--- config.mk ---
export PLATFORM = sky130hd
export DESIGN_NAME = phase_sequencer_flat
export DESIGN_NICKNAME = d
export VERILOG_FILES = /design/src/rtl/phase_sequencer_pkg.sv /design/src/rtl/phase_sequencer_if.sv /design/src/rtl/phase_sequencer_phase_ring.sv /design/src/rtl/phase_sequencer.sv /design/src/flat_wrapper.sv
export SDC_FILE = /design/constraint.sdc
export NUM_CORES = 1
export LEC_CHECK = 0
export ABC_AREA = 1
export CAP_MARGIN = 20
export CELL_PAD_IN_SITES_DETAIL_PLACEMENT = 0
export CELL_PAD_IN_SITES_GLOBAL_PLACEMENT = 2
export CORE_ASPECT_RATIO = 1.75
export CORE_MARGIN = 4
export CORE_UTILIZATION = 28
export DETAILED_ROUTE_END_ITERATION = 12
export PLACE_DENSITY_LB_ADDON = 0.12
export RECOVER_POWER = 50
export REMOVE_ABC_BUFFERS = 1
export SYNTH_ARGS = -nofsm -noshare
export SYNTH_HDL_FRONTEND = slang
export SYNTH_SLANG_ARGS = --single-unit
--- constraint.sdc ---
create_clock -name clk -period 3.4 [get_ports clk]
set_clock_uncertainty 0.05 [all_clocks]
set_input_delay 0.34 -clock clk [delete_from_list [all_inputs] [get_ports clk]]
set_output_delay 0.34 -clock clk [all_outputs]
set_load 0.02 [all_outputs]
--- src/rtl/phase_sequencer_pkg.sv ---
// ---------------------------------------------------------------------------
// simple_pkg
// Shared definitions for the SIMPLE phase sequencer slice.
//   state_e    : sequencer state encoding (IDLE, RUN, HALTED)
//   NPH_DEF    : default number of phases per instruction (legal 2..8)
//   CNT_W_DEF  : default width of the retired-instruction counter
// ---------------------------------------------------------------------------
package simple_pkg;

    typedef enum logic [1:0] {
        IDLE   = 2'd0,
        RUN    = 2'd1,
        HALTED = 2'd2
    } state_e;

    localparam int NPH_DEF   = 5;
    localparam int CNT_W_DEF = 16;

endpackage : simple_pkg

--- src/rtl/phase_sequencer_if.sv ---
// ---------------------------------------------------------------------------
// phase_sequencer_if
// Bundles the sequencer's control inputs and its phase/status outputs.
//   exec_pulse : one-cycle start/pause pulse (synchronous to clk)
//   halt_req   : halt request from the control unit, looked at in the last phase
//   p          : one-hot phase enables, p[0] first phase, p[NPH-1] last
//   running    : sequencer is executing instructions
//   halted     : sequencer stopped on a halt; only reset leaves it
//   inst_count : retired-instruction counter (wraps)
// Modports:
//   master : the sequencer (drives p/status, reads exec_pulse/halt_req)
//   slave  : the environment (drives exec_pulse/halt_req, reads p/status)
// ---------------------------------------------------------------------------
interface phase_sequencer_if
    import simple_pkg::*;
#(
    parameter int NPH   = NPH_DEF,
    parameter int CNT_W = CNT_W_DEF
);

    logic             exec_pulse;
    logic             halt_req;
    logic [NPH-1:0]   p;
    logic             running;
    logic             halted;
    logic [CNT_W-1:0] inst_count;

    modport master (
        input  exec_pulse,
        input  halt_req,
        output p,
        output running,
        output halted,
        output inst_count
    );

    modport slave (
        output exec_pulse,
        output halt_req,
        input  p,
        input  running,
        input  halted,
        input  inst_count
    );

endinterface : phase_sequencer_if

--- src/rtl/phase_sequencer_phase_ring.sv ---
// ---------------------------------------------------------------------------
// phase_ring
// One-hot phase rotator.
//   clk : system clock
//   rst : synchronous active-high reset, clears the ring
//   clr : forces the ring to all zeros (takes priority over adv)
//   adv : advance; loads phase 0 from the empty ring, otherwise rotates
//         p[k] -> p[k+1] with p[NPH-1] wrapping back to p[0]
//   p   : registered one-hot phase vector
// With neither clr nor adv the ring holds its value.
// ---------------------------------------------------------------------------
module phase_ring
    import simple_pkg::*;
#(
    parameter int NPH = NPH_DEF
) (
    input  logic           clk,
    input  logic           rst,
    input  logic           clr,
    input  logic           adv,
    output logic [NPH-1:0] p
);

    localparam logic [NPH-1:0] PH0 = {{(NPH-1){1'b0}}, 1'b1};

    logic [NPH-1:0] p_r;
    logic [NPH-1:0] p_nxt_s;

    // Next ring value: clear, load first phase, rotate or hold.
    always_comb begin
        p_nxt_s = p_r;
        if (clr) begin
            p_nxt_s = {NPH{1'b0}};
        end else if (adv) begin
            if (p_r == {NPH{1'b0}}) begin
                p_nxt_s = PH0;
            end else begin
                p_nxt_s = {p_r[NPH-2:0], p_r[NPH-1]};
            end
        end else begin
            p_nxt_s = p_r;
        end
    end

    // Ring register with synchronous reset.
    always_ff @(posedge clk) begin
        if (rst) begin
            p_r <= {NPH{1'b0}};
        end else begin
            p_r <= p_nxt_s;
        end
    end

    assign p = p_r;

endmodule : phase_ring

--- src/rtl/phase_sequencer.sv ---
// ---------------------------------------------------------------------------
// phase_sequencer
// Generates the one-hot instruction-phase enables for the SIMPLE datapath,
// starts/pauses execution from exec_pulse, stops on halt_req in the last
// phase and counts retired instructions.
// Ports:
//   clk       : system clock
//   rst       : synchronous active-high reset (overrides everything)
//   step_mode : (only with PHASE_SEQUENCER_STEP_EN) when high, a start from
//               IDLE runs exactly one instruction and returns to IDLE
//   bus       : phase_sequencer_if.master (exec_pulse, halt_req in;
//               p, running, halted, inst_count out)
// Optional feature macro: PHASE_SEQUENCER_STEP_EN (single-step mode).
// All outputs are registered; none depends combinationally on an input.
// ---------------------------------------------------------------------------
module phase_sequencer
    import simple_pkg::*;
#(
    parameter int NPH   = NPH_DEF,
    parameter int CNT_W = CNT_W_DEF
) (
    input  logic                clk,
    input  logic                rst,
`ifdef PHASE_SEQUENCER_STEP_EN
    input  logic                step_mode,
`endif
    phase_sequencer_if.master   bus
);

    state_e           state_r;
    state_e           state_nxt_s;
    logic             pause_r;
    logic             pause_nxt_s;
    logic [CNT_W-1:0] count_r;
    logic [CNT_W-1:0] count_nxt_s;
    logic             running_r;
    logic             halted_r;
    logic             clr_s;
    logic             adv_s;
    logic             last_s;
    logic             step_entry_s;
    logic [NPH-1:0]   p_s;

    // A single-step start is simply a start with the pause already pending,
    // so the instruction completes and any exec_pulse during it is absorbed.
`ifdef PHASE_SEQUENCER_STEP_EN
    assign step_entry_s = step_mode;
`else
    assign step_entry_s = 1'b0;
`endif

    assign last_s = p_s[NPH-1];

    phase_ring #(
        .NPH (NPH)
    ) u_ring (
        .clk (clk),
        .rst (rst),
        .clr (clr_s),
        .adv (adv_s),
        .p   (p_s)
    );

    // Next-state, pause flag, counter and ring control.
    always_comb begin
        state_nxt_s = state_r;
        pause_nxt_s = pause_r;
        count_nxt_s = count_r;
        clr_s       = 1'b0;
        adv_s       = 1'b0;
        case (state_r)
            IDLE: begin
                pause_nxt_s = 1'b0;
                if (bus.exec_pulse) begin
                    state_nxt_s = RUN;
                    adv_s       = 1'b1;
                    pause_nxt_s = step_entry_s;
                end else begin
                    state_nxt_s = IDLE;
                    clr_s       = 1'b1;
                end
            end
            RUN: begin
                if (last_s) begin
                    // Halted and paused instructions still retire.
                    count_nxt_s = count_r + {{(CNT_W-1){1'b0}}, 1'b1};
                    pause_nxt_s = 1'b0;
                    if (bus.halt_req) begin
                        state_nxt_s = HALTED;
                        clr_s       = 1'b1;
                    end else if (pause_r || bus.exec_pulse) begin
                        state_nxt_s = IDLE;
                        clr_s       = 1'b1;
                    end else begin
                        state_nxt_s = RUN;
                        adv_s       = 1'b1;
                    end
                end else begin
                    state_nxt_s = RUN;
                    adv_s       = 1'b1;
                    pause_nxt_s = pause_r | bus.exec_pulse;
                end
            end
            HALTED: begin
                state_nxt_s = HALTED;
                pause_nxt_s = 1'b0;
                clr_s       = 1'b1;
            end
            default: begin
                state_nxt_s = IDLE;
                pause_nxt_s = 1'b0;
                clr_s       = 1'b1;
            end
        endcase
    end

    // State, pause flag, counter and registered status outputs.
    always_ff @(posedge clk) begin
        if (rst) begin
            state_r   <= IDLE;
            pause_r   <= 1'b0;
            count_r   <= {CNT_W{1'b0}};
            running_r <= 1'b0;
            halted_r  <= 1'b0;
        end else begin
            state_r   <= state_nxt_s;
            pause_r   <= pause_nxt_s;
            count_r   <= count_nxt_s;
            running_r <= (state_nxt_s == RUN);
            halted_r  <= (state_nxt_s == HALTED);
        end
    end

    assign bus.p          = p_s;
    assign bus.running    = running_r;
    assign bus.halted     = halted_r;
    assign bus.inst_count = count_r;

endmodule : phase_sequencer

--- src/flat_wrapper.sv ---
// flat-port wrapper written by rule: the top's interface ports become plain ports
module phase_sequencer_flat import simple_pkg::*;
#(
    parameter int NPH   = NPH_DEF,
    parameter int CNT_W = CNT_W_DEF
)
  (clk, rst, bus_exec_pulse, bus_halt_req, bus_p, bus_running, bus_halted, bus_inst_count);
  phase_sequencer_if #(.NPH(NPH), .CNT_W(CNT_W)) bus_i ();
  input  logic clk;
  input  logic rst;
  input wire logic [$bits(bus_i.exec_pulse)-1:0] bus_exec_pulse;
  input wire logic [$bits(bus_i.halt_req)-1:0] bus_halt_req;
  output wire logic [$bits(bus_i.p)-1:0] bus_p;
  output wire logic [$bits(bus_i.running)-1:0] bus_running;
  output wire logic [$bits(bus_i.halted)-1:0] bus_halted;
  output wire logic [$bits(bus_i.inst_count)-1:0] bus_inst_count;
  assign bus_i.exec_pulse = bus_exec_pulse;
  assign bus_i.halt_req = bus_halt_req;
  assign bus_p = bus_i.p;
  assign bus_running = bus_i.running;
  assign bus_halted = bus_i.halted;
  assign bus_inst_count = bus_i.inst_count;
  phase_sequencer #(.NPH(NPH), .CNT_W(CNT_W)) u_core (.clk(clk), .rst(rst), .bus(bus_i));
endmodule
* After elaboration in Yosys (flattened, before gate mapping)
Cells that the tools add are included. Widths: inputs -> output; s select.
Cells by class: add/sub/neg operators 1, multiply operators 0, divide/modulo/power cells 0, order comparisons 0, equality and inequality tests 4, shift operators 0, multiplexer cells 16, bitwise operators 2, reductions and logical operators 6
Operator list (count):
- $add 16x1->16 const B | 1
- $mux 1 | 10
- $pmux 2 s3 | 1
- $logic_not 5->1 | 1
- $mux 5 | 1
- $eq 2x1->1 const B | 2
- $eq 2x2->1 const B | 2
- $mux 2 | 2
- $pmux 1 s2 | 2
- $reduce_or 3->1 | 1
- $logic_not 2->1 | 1
- $reduce_and 2->1 | 1
- $reduce_or 2->1 | 1
- $logic_or 1x1->1 | 1
- $not 1->1 | 1
- $or 1x1->1 | 1
Word-level totals: register bits after elaboration 26, bits in latches 0, memory bits (writable) 0, ROM bits 0, output and inout port bits 23, word-level logic and storage cells 35, memories 0

* Logic depth before layout (Yosys ltp)
Gate-level depths: netlist (run 1).
depth after elaboration 6, gate-level depth with buffers 8, depth with buffers taken out 8

* Hierarchy
A second synthesis (run 1) with hierarchy kept.
Second synthesis, totals: cell total of the unflattened synthesis 182, area total of the unflattened synthesis 1244.9 µm²
By module, submodules not included:
- phase_sequencer | times used 1, cells an instance 154, area an instance 1042.2 µm², sequential area each 420.4 µm²
- phase_ring | times used 1, cells an instance 28, area an instance 202.7 µm², sequential area each 100.1 µm²

* Least setup slack after synthesis (run 1)
Ideal clock, no wire load.
path type register to register, start reg u_core.count_r[1] (netlist: u_core.bus.inst_count[1]), end reg u_core.count_r[8] (netlist: u_core.bus.inst_count[8]), arrival time 1.268 ns, data required time 3.237 ns, setup slack 1.969 ns, stages on the path, launching flop included 7, buffers on the path 0, period minus slack after synthesis 1.431 ns, cells stage by stage dfxtp_1 ha_1 nand4_2 nor2_4 nand2_1 o21ai_1 nor2_1
On the way: cells in the longest elaborated chain, start to end 1
RTL lines:
- from (decl) | line phase_sequencer.sv:34 | logic [CNT_W-1:0] count_r;
- from (signal assigned) | line phase_sequencer.sv:122 | count_r <= {CNT_W{1'b0}};
- from (signal assigned) | line phase_sequencer.sv:128 | count_r <= count_nxt_s;
- $add 16x1->16 | line phase_sequencer.sv:86 | count_nxt_s = count_r + {{(CNT_W-1){1'b0}}, 1'b1};
No other way between the ends. A chain may end at the register's enable or synchronous reset.

* Worst setup path in the final report (run 1)
Same ends and word-level chain as after synthesis.

==> summary.txt, run 1 <==
Status
  – Status: finished, final reports clean

STA
  – Total negative slack: 0 ns
  – Tmin final: 1.78 ns
  – Fmax: 0.561 GHz
  – Tightest Pin Transition: 0.593 ns
  – WHS: 0.414 ns
  – Final setup violation count: 0
  – Slew HR: 60.3%
  – Final WS setup: 1.62 ns
  – Fin. Hold Viols: 0
  – RSZ-0062 raised after global routing: no
  – Max-slew violation count: 0
  – Fin crit share: 52.4%

Global routing
  – Vias in the first global route: 1,039
  – Largest net degree at the start of global routing: 16
  – Total grt overflow: 0
  – Initial antenna violation count: 0
  – Aggregate global-route resource usage: 11.2%
  – First-pass GRT wire length: 4640 um

Critical path
  – WP data arrival: 1.90 ns
  – R2R Path End: u_core.bus.inst_count[8]
  – Critical-path maximum fanout: 9
  – R2R setup slack: 1.62 ns
  – Worst Setup Start Kind: flop
  – Worst EP required: 3.52 ns
  – Crit. End Element: flop
  – Worst r2r path cells: 6
  – Kind of critical path: flop to flop
  – RR Startpoint: u_core.bus.inst_count[1]

Drt
  – Final WL: 2720 um
  – Wire length on met2: 1520 um
  – Initial DRC count: 19
  – Routed WL per cell: 11.2 um
  – Vias per cell: 4.36
  – DR top layer: met4
  – Metal3 WL: 80 um
  – DRT met1 WL: 1090 um
  – DRC: 0
  – Via count: 1,056
  – Post-route ant nets: 0
  – First-pass detailed-route iteration total: 4

Min path
  – HP Start: u_core.u_ring.p[3]
  – Worst min path class: flop to flop
  – Hold EP: u_core.u_ring.p[4]
  – WHS Path Cells: 2

Synth
  – Post-synth cell types: 19
  – Register area share after synthesis: 45.4%
  – Post-synth EDFFs: 0
  – Ys Warns: 0
  – Syn_area_per_cell: 6.95 um^2
  – Top FF cell, synth: dfxtp_1
  – Cells after Synth: 165
  – Asr flop ratio synth: 0%
  – Synthesis-stage register bit count: 26
  – Post-synthesis cell area: 1150 um^2

Placement
  – RD Place Congestion: 0.681
  – DP Worst Slack: 1.53 ns
  – HPWL after DPL: 2120 um
  – Port Buf Inserts: 26

Clock tree
  – Clock Root Buffer: clkbuf_8
  – Sink Count: 26
  – CTS Hold Bufs: 0
  – Clk slew on worst S/H paths: 0.09 ns
  – Resized Gates After CTS: 0
  – Postcts setup bufs: 0
  – CTS H-tree lvls: 1
  – CTS buffer count: 3
  – Clock buffer depth: 2
  – Later-pin clock latency in the skew report: 0.27 ns
  – CTS tree: built

Floorplanning
  – Core area: 3900 um^2
  – Die ar.: 5230 um^2
  – Die Height: 92.7 um
  – Die width: 56.4 um
  – # IOs: 27
  – Rows: 30
  – Starting density of the core: 29.4%

Cells and area
  – Commonest cells after routing, fill and taps aside: nand2_1 (41), inv_1 (29), nor2_1 (29)
  – Fillers: 437
  – Ant. Diodes: 0
  – Share of cells above drive strength 1: 3.09%
  – Multi-input gate area: 474 um^2
  – Area growth syn-to-layout: 30.6%
  – Sequential standard cell area: 520 um^2
  – Commonest non-fill, non-tap cell in the layout: nand2_1
  – Nets: 200

Pwr
  – VDD IR max: 358 uV
  – Leak pwr: 0.593 nW
  – Power Density: 398 nW/um^2

Run
  – Max-cap violations: 0
-- routing by layer --
| metal | vias to the layer above | track usage [%] |
|---|---|---|
| met5 | - | 0 |
| met4 | 0 | 4.75 |
| met3 | 2 | 1.26 |
| met2 | 14 | 21.8 |
| met1 | 474 | 11.8 |
| li1 | 566 | - |
-- cells in the mapped netlist, types with 2 or more instances --
cell	n	area share [%]
nand2_1	41	13
inv_1	29	9.5
dfxtp_1	26	45
nor2_1	26	8.5
a21oi_1	11	4.8
nand3_1	10	4.4
nand4_1	4	2.2
o21ai_0	3	1.3
o21ai_1	3	1.3
nor2_2	2	1.1
nor2_4	2	2.0
-- logic make-up after synthesis --
logic type	Yosys count	share of synthesized area, %
AND/OR/NAND/NOR	89	35.2
adder cells (fa/ha/maj)	1	1.09
flip-flops	26	45.4
AO/OA/AOI/OAI	17	7.41
buffers and inverters	31	10.1
XOR/XNOR	1	0.763
-- power breakdown --
part	internal [W]	leakage [nW]	total (W)	switching (W)
clock network	0.000157	0.0357	0.000255	0.0000971
logic	0.0000124	0.347	0.0000297	0.0000173
registers	0.000309	0.210	0.000312	0.00000276
total	0.000479	0.593	0.000596	0.000117
-- final cells by class --
| class | count | share of cell area [%] |
|---|---|---|
| Multi-Input combinational cell | 108 | 31.6 |
| Sequential cell | 26 | 34.7 |
| Timing Repair Buffer | 26 | 17.4 |
| Clock buffer | 3 | 2.75 |
| Clock inverter | 1 | 2.00 |
| Inverter | 30 | 7.51 |
| Tap cell | 48 | 4.01 |
-- through the flow --
step | std cells | total power, W | cell area, um^2 | utilization [%]
after CTS | 242 | 0.000608 | 1540 | 39.3
after detailed placement | 238 | 0.000350 | 1460 | 37.5
after floorplan | 164 | 0.000336 | 1140 | -
final | 242 | 0.000596 | 1500 | 38.4
after global routing | 242 | 0.000622 | 1500 | 38.4
after global placement | 238 | 0.000350 | 1460 | 37.5
-- flip-flops by register name (all words and copies together), names as in the netlist --
register,flops
u_core.bus.inst_count,16
u_core.u_ring.p,5
u_core.state_r,2
u_core.bus.halted,1
u_core.bus.running,1
u_core.pause_r,1
-- worst max-delay path by stage --
stage               slack, ns                        to                startpoint  cells past startpoint
floorplan                1.97  u_core.bus.inst_count[8]  u_core.bus.inst_count[1]                      6
global placement         1.59        u_core.u_ring.p[0]                       rst                      4
detailed placement       1.53        u_core.u_ring.p[0]                       rst                      4
CTS                      1.57                  bus_p[4]        u_core.u_ring.p[4]                      1
global route             1.45  u_core.bus.inst_count[8]  u_core.bus.inst_count[1]                      6
finish                   1.62  u_core.bus.inst_count[8]  u_core.bus.inst_count[1]                      6
-- worst max-delay path: stages (launching register included) --
cell	delay, ns
dfxtp_1	0.41
ha_1	0.22
nand4_1	0.15
nor2_1	0.49
nand2_1	0.13
o21ai_0	0.18
nor2_1	0.05
No activity file was read; power rests on OpenSTA's default activity.
==> inputs of run 2 (changes only) <==
--- a/config.mk
+++ b/config.mk
@@ -11,7 +11,7 @@
 export CELL_PAD_IN_SITES_GLOBAL_PLACEMENT = 2
 export CORE_ASPECT_RATIO = 1.75
 export CORE_MARGIN = 4
-export CORE_UTILIZATION = 28
+export CORE_UTILIZATION = 23
 export DETAILED_ROUTE_END_ITERATION = 12
 export PLACE_DENSITY_LB_ADDON = 0.12
 export RECOVER_POWER = 50
==> constraint.sdc (replaced) <==
create_clock -name clk -period 1.62 [get_ports clk]
set_clock_uncertainty 0.05 [all_clocks]
set_input_delay 0.162 -clock clk [delete_from_list [all_inputs] [get_ports clk]]
set_output_delay 0.162 -clock clk [all_outputs]
set_load 0.02 [all_outputs]
==> run 2 against run 1 <==
  * Sequential power increased by 110%
  * First-iteration DRC count increased by 74%
  * Non-clock buffer count increased by 3
  * Clock power increased by 120%
  * Via count increased by 1.5%
  * Count of clock-buffer cells in the layout unchanged
  * Utilization decreased by 5.9 points
==> summary.txt, run 2 (synthesis gave the netlist of run 1 again) <==
STA
  – Tightest Pin Transition: 0.252 ns (was 0.593 ns)
  – Fin crit share: 95.7%
  – Fin. Hold Viols: 0 (unchanged)
  – Final setup violation count: 0 (unchanged)
  – Tmin final: 1.55 ns
  – RSZ-0062 raised after global routing: no (unchanged)
  – WHS: 0.421 ns (was 0.414 ns)
  – Slew HR: 83.1% (was 60.3%)
  – Final WS setup: 0.0698 ns (was 1.62 ns)
  – Fmax: 0.645 GHz
  – Max-slew violation count: 0 (unchanged)
  – Total negative slack: 0 ns (unchanged)

Drt
  – First-pass detailed-route iteration total: 3 (was 4)
  – Vias per cell: 4.31 (was 4.36)
  – DR top layer: met4 (unchanged)
  – Routed WL per cell: 11.7 um (was 11.2 um)
  – Initial DRC count: 33 (was 19)
  – Wire length on met2: 1630 um (was 1520 um)
  – Via count: 1,072 (was 1,056)
  – Post-route ant nets: 0 (unchanged)
  – DRC: 0 (unchanged)
  – Final WL: 2920 um (was 2720 um)
  – Metal3 WL: 104 um (was 80 um)
  – DRT met1 WL: 1140 um (was 1090 um)

Global routing
  – Initial antenna violation count: 0 (unchanged)
  – First-pass GRT wire length: 4930 um (was 4640 um)
  – Largest net degree at the start of global routing: 16 (unchanged)
  – Total grt overflow: 0 (unchanged)
  – Vias in the first global route: 1,068 (was 1,039)
  – Aggregate global-route resource usage: 10.6% (was 11.2%)

Clock tree
  – Postcts setup bufs: 0 (unchanged)
  – CTS tree: built (unchanged)
  – Later-pin clock latency in the skew report: 0.28 ns (was 0.27 ns)
  – Clk slew on worst S/H paths: 0.10 ns (was 0.09 ns)
  – Sink Count: 26 (unchanged)
  – CTS H-tree lvls: 1 (unchanged)
  – Clock Root Buffer: clkbuf_8 (unchanged)
  – Clock buffer depth: 2 (unchanged)
  – CTS buffer count: 3 (unchanged)

Floorplanning
  – Die ar.: 6230 um^2 (was 5230 um^2)
  – Die width: 61.4 um (was 56.4 um)
  – Starting density of the core: 24.2% (was 29.4%)
  – # IOs: 27 (unchanged)
  – Core area: 4750 um^2 (was 3900 um^2)
  – Rows: 33 (was 30)
  – Die Height: 101 um (was 92.7 um)

Cells and area
  – Max reg flops: 16 (unchanged)
  – Area growth syn-to-layout: 34.6% (was 30.6%)
  – Commonest non-fill, non-tap cell in the layout: nand2_1 (unchanged)
  – Commonest cells after routing, fill and taps aside: nand2_1 (41), inv_1 (29), nor2_1 (26) (was nand2_1 (41), inv_1 (29), nor2_1 (29))
  – Final instance area: 1540 um^2 (was 1500 um^2)
  – Ant. Diodes: 0 (unchanged)
  – Final core occ: 32.5% (was 38.4%)
  – Share of cells above drive strength 1: 7.61% (was 3.09%)
  – Nets: 203 (was 200)

Pwr
  – Leak pwr: 0.618 nW (was 0.593 nW)
  – Power Density: 825 nW/um^2 (was 398 nW/um^2)
  – VDD IR max: 455 uV (was 358 uV)

Placement
  – DP Worst Slack: 0.125 ns (was 1.53 ns)
  – RD Place Congestion: 0.715 (was 0.681)
  – Port Buf Inserts: 26 (unchanged)
  – HPWL after DPL: 2380 um (was 2120 um)
  – Post-placement cell area: 1490 um^2 (was 1460 um^2)

Critical path
  – Critical-path maximum fanout: 6 (was 9)
  – Worst EP required: 1.41 ns (was 3.52 ns)
  – Delay-heaviest family, CP: buffers and inverters (was simple AND/OR/NAND/NOR gates)
  – WP data arrival: 1.34 ns (was 1.90 ns)
  – Worst Setup Start Kind: flop (unchanged)
  – Critical path, cell by cell: clkdlybuf4s50_1 (was ha_1 -> nand4_1 -> nor2_1 -> nand2_1 -> o21ai_0 -> nor2_1)
  – Crit. End Element: output pin (was flop)
  – CP max stage cell: clkdlybuf4s50_1 (was nor2_1)
  – Kind of critical path: flop to output pin (was flop to flop)
  – Worst path bufs/invs: 1 (was 0)
  – Delay of the slowest critical-path stage: 0.64 ns (was 0.49 ns)

Min path
  – Worst min path class: flop to flop (unchanged)

Run
  – Max-cap violations: 0 (unchanged)

Status
  – Status: finished, final reports clean (unchanged)
==> run 2: cell count changes in the layout (fill, tap and decap cells not counted), moves of 2 or more <==
cell             change
clkbuf_1             +3
nor2_1               -3
clkdlybuf4s50_1      -2
nor2_4               +2
dlygate4sd3_1        -2
buf_4                +3
==> run 2: final cells by class <==
| cell class | instances | area (um^2) |
|---|---|---|
| Fill cell | 523 | 3200 |
| Inverter | 30 | 113 |
| Sequential cell | 26 | 522 |
| Clock buffer | 3 | 41.3 |
| Multi-Input combinational cell | 108 | 510 |
| Timing Repair Buffer | 29 | 263 |
| Clock inverter | 1 | 30.0 |
| Tap cell | 52 | 65.1 |
==> run 2: where the power goes <==
part / leakage [nW] / internal (W) / switching [W]
logic: 0.371 / 0.0000313 / 0.0000372
registers: 0.211 / 0.000648 / 0.00000761
clock network: 0.0357 / 0.000331 / 0.000219
==> run 2: what timing repair did <==
action | CTS | global route
setup endpoints to repair | 2 | 3
hold buffers | 0 | 0
pin swaps | 0 | 0
endpoints found under the hold margin | 0 | 0
gates resized for setup | 2 | 3
==> run 2: path summary, 6_finish.rpt <==
path                              endpoint                startpoint  slack (ns)  cells after the start
hold reg to reg         u_core.u_ring.p[3]        u_core.u_ring.p[2]        0.42                      2
setup reg to reg  u_core.bus.inst_count[8]  u_core.bus.inst_count[1]        0.19                      6
setup / recovery                  bus_p[4]        u_core.u_ring.p[4]        0.07                      1
hold / removal          u_core.u_ring.p[3]        u_core.u_ring.p[2]        0.42                      2
==> run 2: worst register-to-register path: cells and delay by family, from the launching register on <==
family,cells,cell delay [ns]
fa+ha+maj,1,0.22
flops,1,0.40
simple gates,4,0.54
compound gates,1,0.12
==> run 2: per-stage QoR <==
| step | total power [W] | std cells |
|---|---|---|
| 3_3_place_gp | 0.000742 | 245 |
| 5_1_grt | 0.00135 | 249 |
| 6_report | 0.00127 | 249 |
| 4_1_cts | 0.00130 | 249 |
| 2_1_floorplan | 0.000704 | 164 |
| 3_5_place_dp | 0.000743 | 245 |
==> run 2: metal layers <==
layer  vias to the layer above  GRT usage [%]
met3                         5           1.91
met1                       475           10.7
met2                        18           20.3
met5                         -              0
li1                        574              -
met4                         0           3.92
==> inputs of run 3 (changes only) <==
--- a/config.mk
+++ b/config.mk
@@ -13,7 +13,7 @@
 export CORE_MARGIN = 4
 export CORE_UTILIZATION = 23
 export DETAILED_ROUTE_END_ITERATION = 12
-export PLACE_DENSITY_LB_ADDON = 0.12
+export PLACE_DENSITY_LB_ADDON = 0.08
 export RECOVER_POWER = 50
 export REMOVE_ABC_BUFFERS = 1
 export SYNTH_ARGS = -nofsm -noshare
==> run 3 against run 2 <==
  * Largest cell class unchanged
  * Via count is 0.75% lower
  * Sequential share of layout area grew 0.56 points
  * Utilization down 0.61 points
  * Critical path depth did not move
  * Maximum frequency about the same
  * First-iteration DRC count grew 58%
  * Setup slack is essentially flat
  * Highest routed layer unchanged
  * Count of clock-buffer cells in the layout increased by 1
  * Final cell count fell by 0.40%
  * Cell area decreased by 1.9%
  * Combinational power down 4.1%
  * Die area stayed put
==> summary.txt, run 3 (synthesis gave the netlist of run 1 again) <==
Status
  – Status: finished, final reports clean (unchanged)

Critical path
  – Worst Setup Start Kind: flop (unchanged)
  – Crit. End Element: output pin (unchanged)
  – R2R Path End: u_core.bus.inst_count[8] (unchanged)
  – CP max stage cell: clkdlybuf4s50_1 (unchanged)
  – Delay of the slowest critical-path stage: 0.64 ns (about the same)
  – WP data arrival: 1.34 ns (about the same)
  – Critical path, cell by cell: clkdlybuf4s50_1 (unchanged)
  – Worst path bufs/invs: 1 (unchanged)
  – Worst r2r path cells: 6 (unchanged)
  – Delay-heaviest family, CP: buffers and inverters (unchanged)
  – Worst EP required: 1.41 ns (about the same)
  – Kind of critical path: flop to output pin (unchanged)
  – Critical-path maximum fanout: 5 (was 6)
  – RR Startpoint: u_core.bus.inst_count[1] (unchanged)
  – R2R setup slack: 0.17 ns (was 0.19 ns)

STA
  – Final setup violation count: 0 (unchanged)
  – Slew HR: 67.8% (was 83.1%)
  – Tmin final: 1.55 ns (about the same)
  – Total negative slack: 0 ns (unchanged)
  – Max-slew violation count: 0 (unchanged)
  – RSZ-0062 raised after global routing: no (unchanged)
  – Fmax: 0.645 GHz (about the same)
  – WHS: 0.415 ns (was 0.421 ns)
  – Fin crit share: 95.7% (about the same)
  – Tightest Pin Transition: 0.483 ns (was 0.252 ns)
  – Fin. Hold Viols: 0 (unchanged)
  – Final WS setup: 0.0694 ns (was 0.0698 ns)

Drt
  – Post-route ant nets: 0 (unchanged)
  – Wire length on met2: 1610 um (was 1630 um)
  – Initial DRC count: 52 (was 33)
  – Metal3 WL: 93 um (was 104 um)
  – First-pass detailed-route iteration total: 4 (was 3)
  – Vias per cell: 4.29 (was 4.31)
  – DR top layer: met4 (unchanged)
  – Final WL: 2960 um (was 2920 um)
  – DRT met1 WL: 1220 um (was 1140 um)
  – Via count: 1,064 (was 1,072)
  – Routed WL per cell: 11.9 um (was 11.7 um)
  – DRC: 0 (unchanged)

Cells and area
  – Nets: 202 (was 203)
  – Share of cells above drive strength 1: 6.12% (was 7.61%)
  – Final instance area: 1520 um^2 (was 1540 um^2)
  – Ant. Diodes: 0 (unchanged)
  – Max reg flops: 16 (unchanged)
  – Fillers: 527 (was 523)
  – Commonest non-fill, non-tap cell in the layout: nand2_1 (unchanged)
  – Area growth syn-to-layout: 32.1% (was 34.6%)
  – Commonest cells after routing, fill and taps aside: nand2_1 (41), inv_1 (29), nor2_1 (26), dfxtp_1 (26), clkdlybuf4s50_1 (19) (was nand2_1 (41), inv_1 (29), nor2_1 (26))

Pwr
  – VDD IR max: 487 uV (was 455 uV)
  – Leak pwr: 0.602 nW (was 0.618 nW)
  – Power Density: 759 nW/um^2 (was 825 nW/um^2)

Placement
  – Post-placement cell area: 1480 um^2 (was 1490 um^2)
  – HPWL after DPL: 2330 um (was 2380 um)
  – Port Buf Inserts: 26 (unchanged)
  – RD Place Congestion: 0.687 (was 0.715)
  – DP Worst Slack: 0.182 ns (was 0.125 ns)

Global routing
  – Total grt overflow: 0 (unchanged)
  – Aggregate global-route resource usage: 10.3% (was 10.6%)
  – Largest net degree at the start of global routing: 15 (was 16)
  – Initial antenna violation count: 0 (unchanged)
  – Vias in the first global route: 1,031 (was 1,068)
  – First-pass GRT wire length: 4770 um (was 4930 um)

Floorplanning
  – Die width: 61.4 um (unchanged)
  – Core area: 4750 um^2 (unchanged)
  – Rows: 33 (unchanged)
  – # IOs: 27 (unchanged)
  – Die Height: 101 um (unchanged)
  – Die ar.: 6230 um^2 (unchanged)
  – Starting density of the core: 24.2% (unchanged)

Min path
  – HP Start: u_core.u_ring.p[3] (was u_core.u_ring.p[2])
  – Hold EP: u_core.u_ring.p[4] (was u_core.u_ring.p[3])
  – Worst min path class: flop to flop (unchanged)
  – WHS Path Cells: 2 (unchanged)

Clock tree
  – CTS tree: built (unchanged)
  – Later-pin clock latency in the skew report: 0.27 ns (was 0.28 ns)
  – CTS buffer count: 3 (unchanged)
  – Clock Root Buffer: clkbuf_8 (unchanged)
  – Sink Count: 26 (unchanged)
  – CTS H-tree lvls: 1 (unchanged)
  – Clk slew on worst S/H paths: 0.10 ns (about the same)
  – Clock buffer depth: 2 (unchanged)

Run
  – Max-cap violations: 0 (unchanged)
==> run 3: changes by cell type in the layout (fill, tap and decap cells not counted), sizes merged <==
cell	previous run	this run
clkdlybuf4s50	20	19
dlygate4sd3	2	3
clkbuf	6	8
bufinv	1	0
buf	3	1
==> run 3: layer usage <==
metal  global-route usage, %  vias to the layer above
met4                    3.92                        0
met3                    2.04                        2
met1                    11.6                      474
met5                       0                        -
met2                    18.4                       15
li1                        -                      573
==> run 3: repair_timing <==
item                                    CTS  global route
cloned                                    0             0
gates resized for setup                   1             3
setup buffers                             0             0
hold buffers                              0             0
pin swaps                                 0             0
endpoints found under the setup margin    1             3
==> run 3: worst max path at each step <==
stage	slack, ns	cells past startpoint	to	from
2_1_floorplan	0.19	6	u_core.bus.inst_count[8]	u_core.bus.inst_count[1]
3_3_place_gp	0.20	6	u_core.bus.inst_count[8]	u_core.bus.inst_count[1]
3_5_place_dp	0.18	6	u_core.bus.inst_count[8]	u_core.bus.inst_count[1]
4_1_cts	0.006	1	bus_inst_count[6]	u_core.bus.inst_count[6]
5_1_grt	0.01	1	bus_inst_count[3]	u_core.bus.inst_count[3]
6_report	0.07	1	bus_inst_count[3]	u_core.bus.inst_count[3]
==> run 3: layout make-up <==
type	instances	area (um^2)	share of cell area, %
multi-input combinational	108	510	33.7
clock buffer	4	55.1	3.63
inverter	30	113	7.43
tap	52	65.1	4.29
sequential	26	520	34.4
timing repair buffer	28	251	16.6
==> run 3: per-stage QoR <==
stage | utilization [%] | cells | total power, W
3_3_place_gp | 31.3 | 244 | 0.000741
3_5_place_dp | 31.3 | 244 | 0.000741
4_1_cts | 32.4 | 248 | 0.00118
2_1_floorplan | - | 164 | 0.000704
5_1_grt | 31.9 | 248 | 0.00121
6_report | 31.9 | 248 | 0.00115
==> run 3: power breakdown <==
| part | leakage [nW] | internal, W | switching, W | total [W] |
|---|---|---|---|---|
| registers | 0.210 | 0.000648 | 0.00000729 | 0.000656 |
| clock network | 0.0288 | 0.000217 | 0.000211 | 0.000428 |
| logic | 0.363 | 0.0000281 | 0.0000376 | 0.0000657 |
| total | 0.602 | 0.000894 | 0.000256 | 0.00115 |
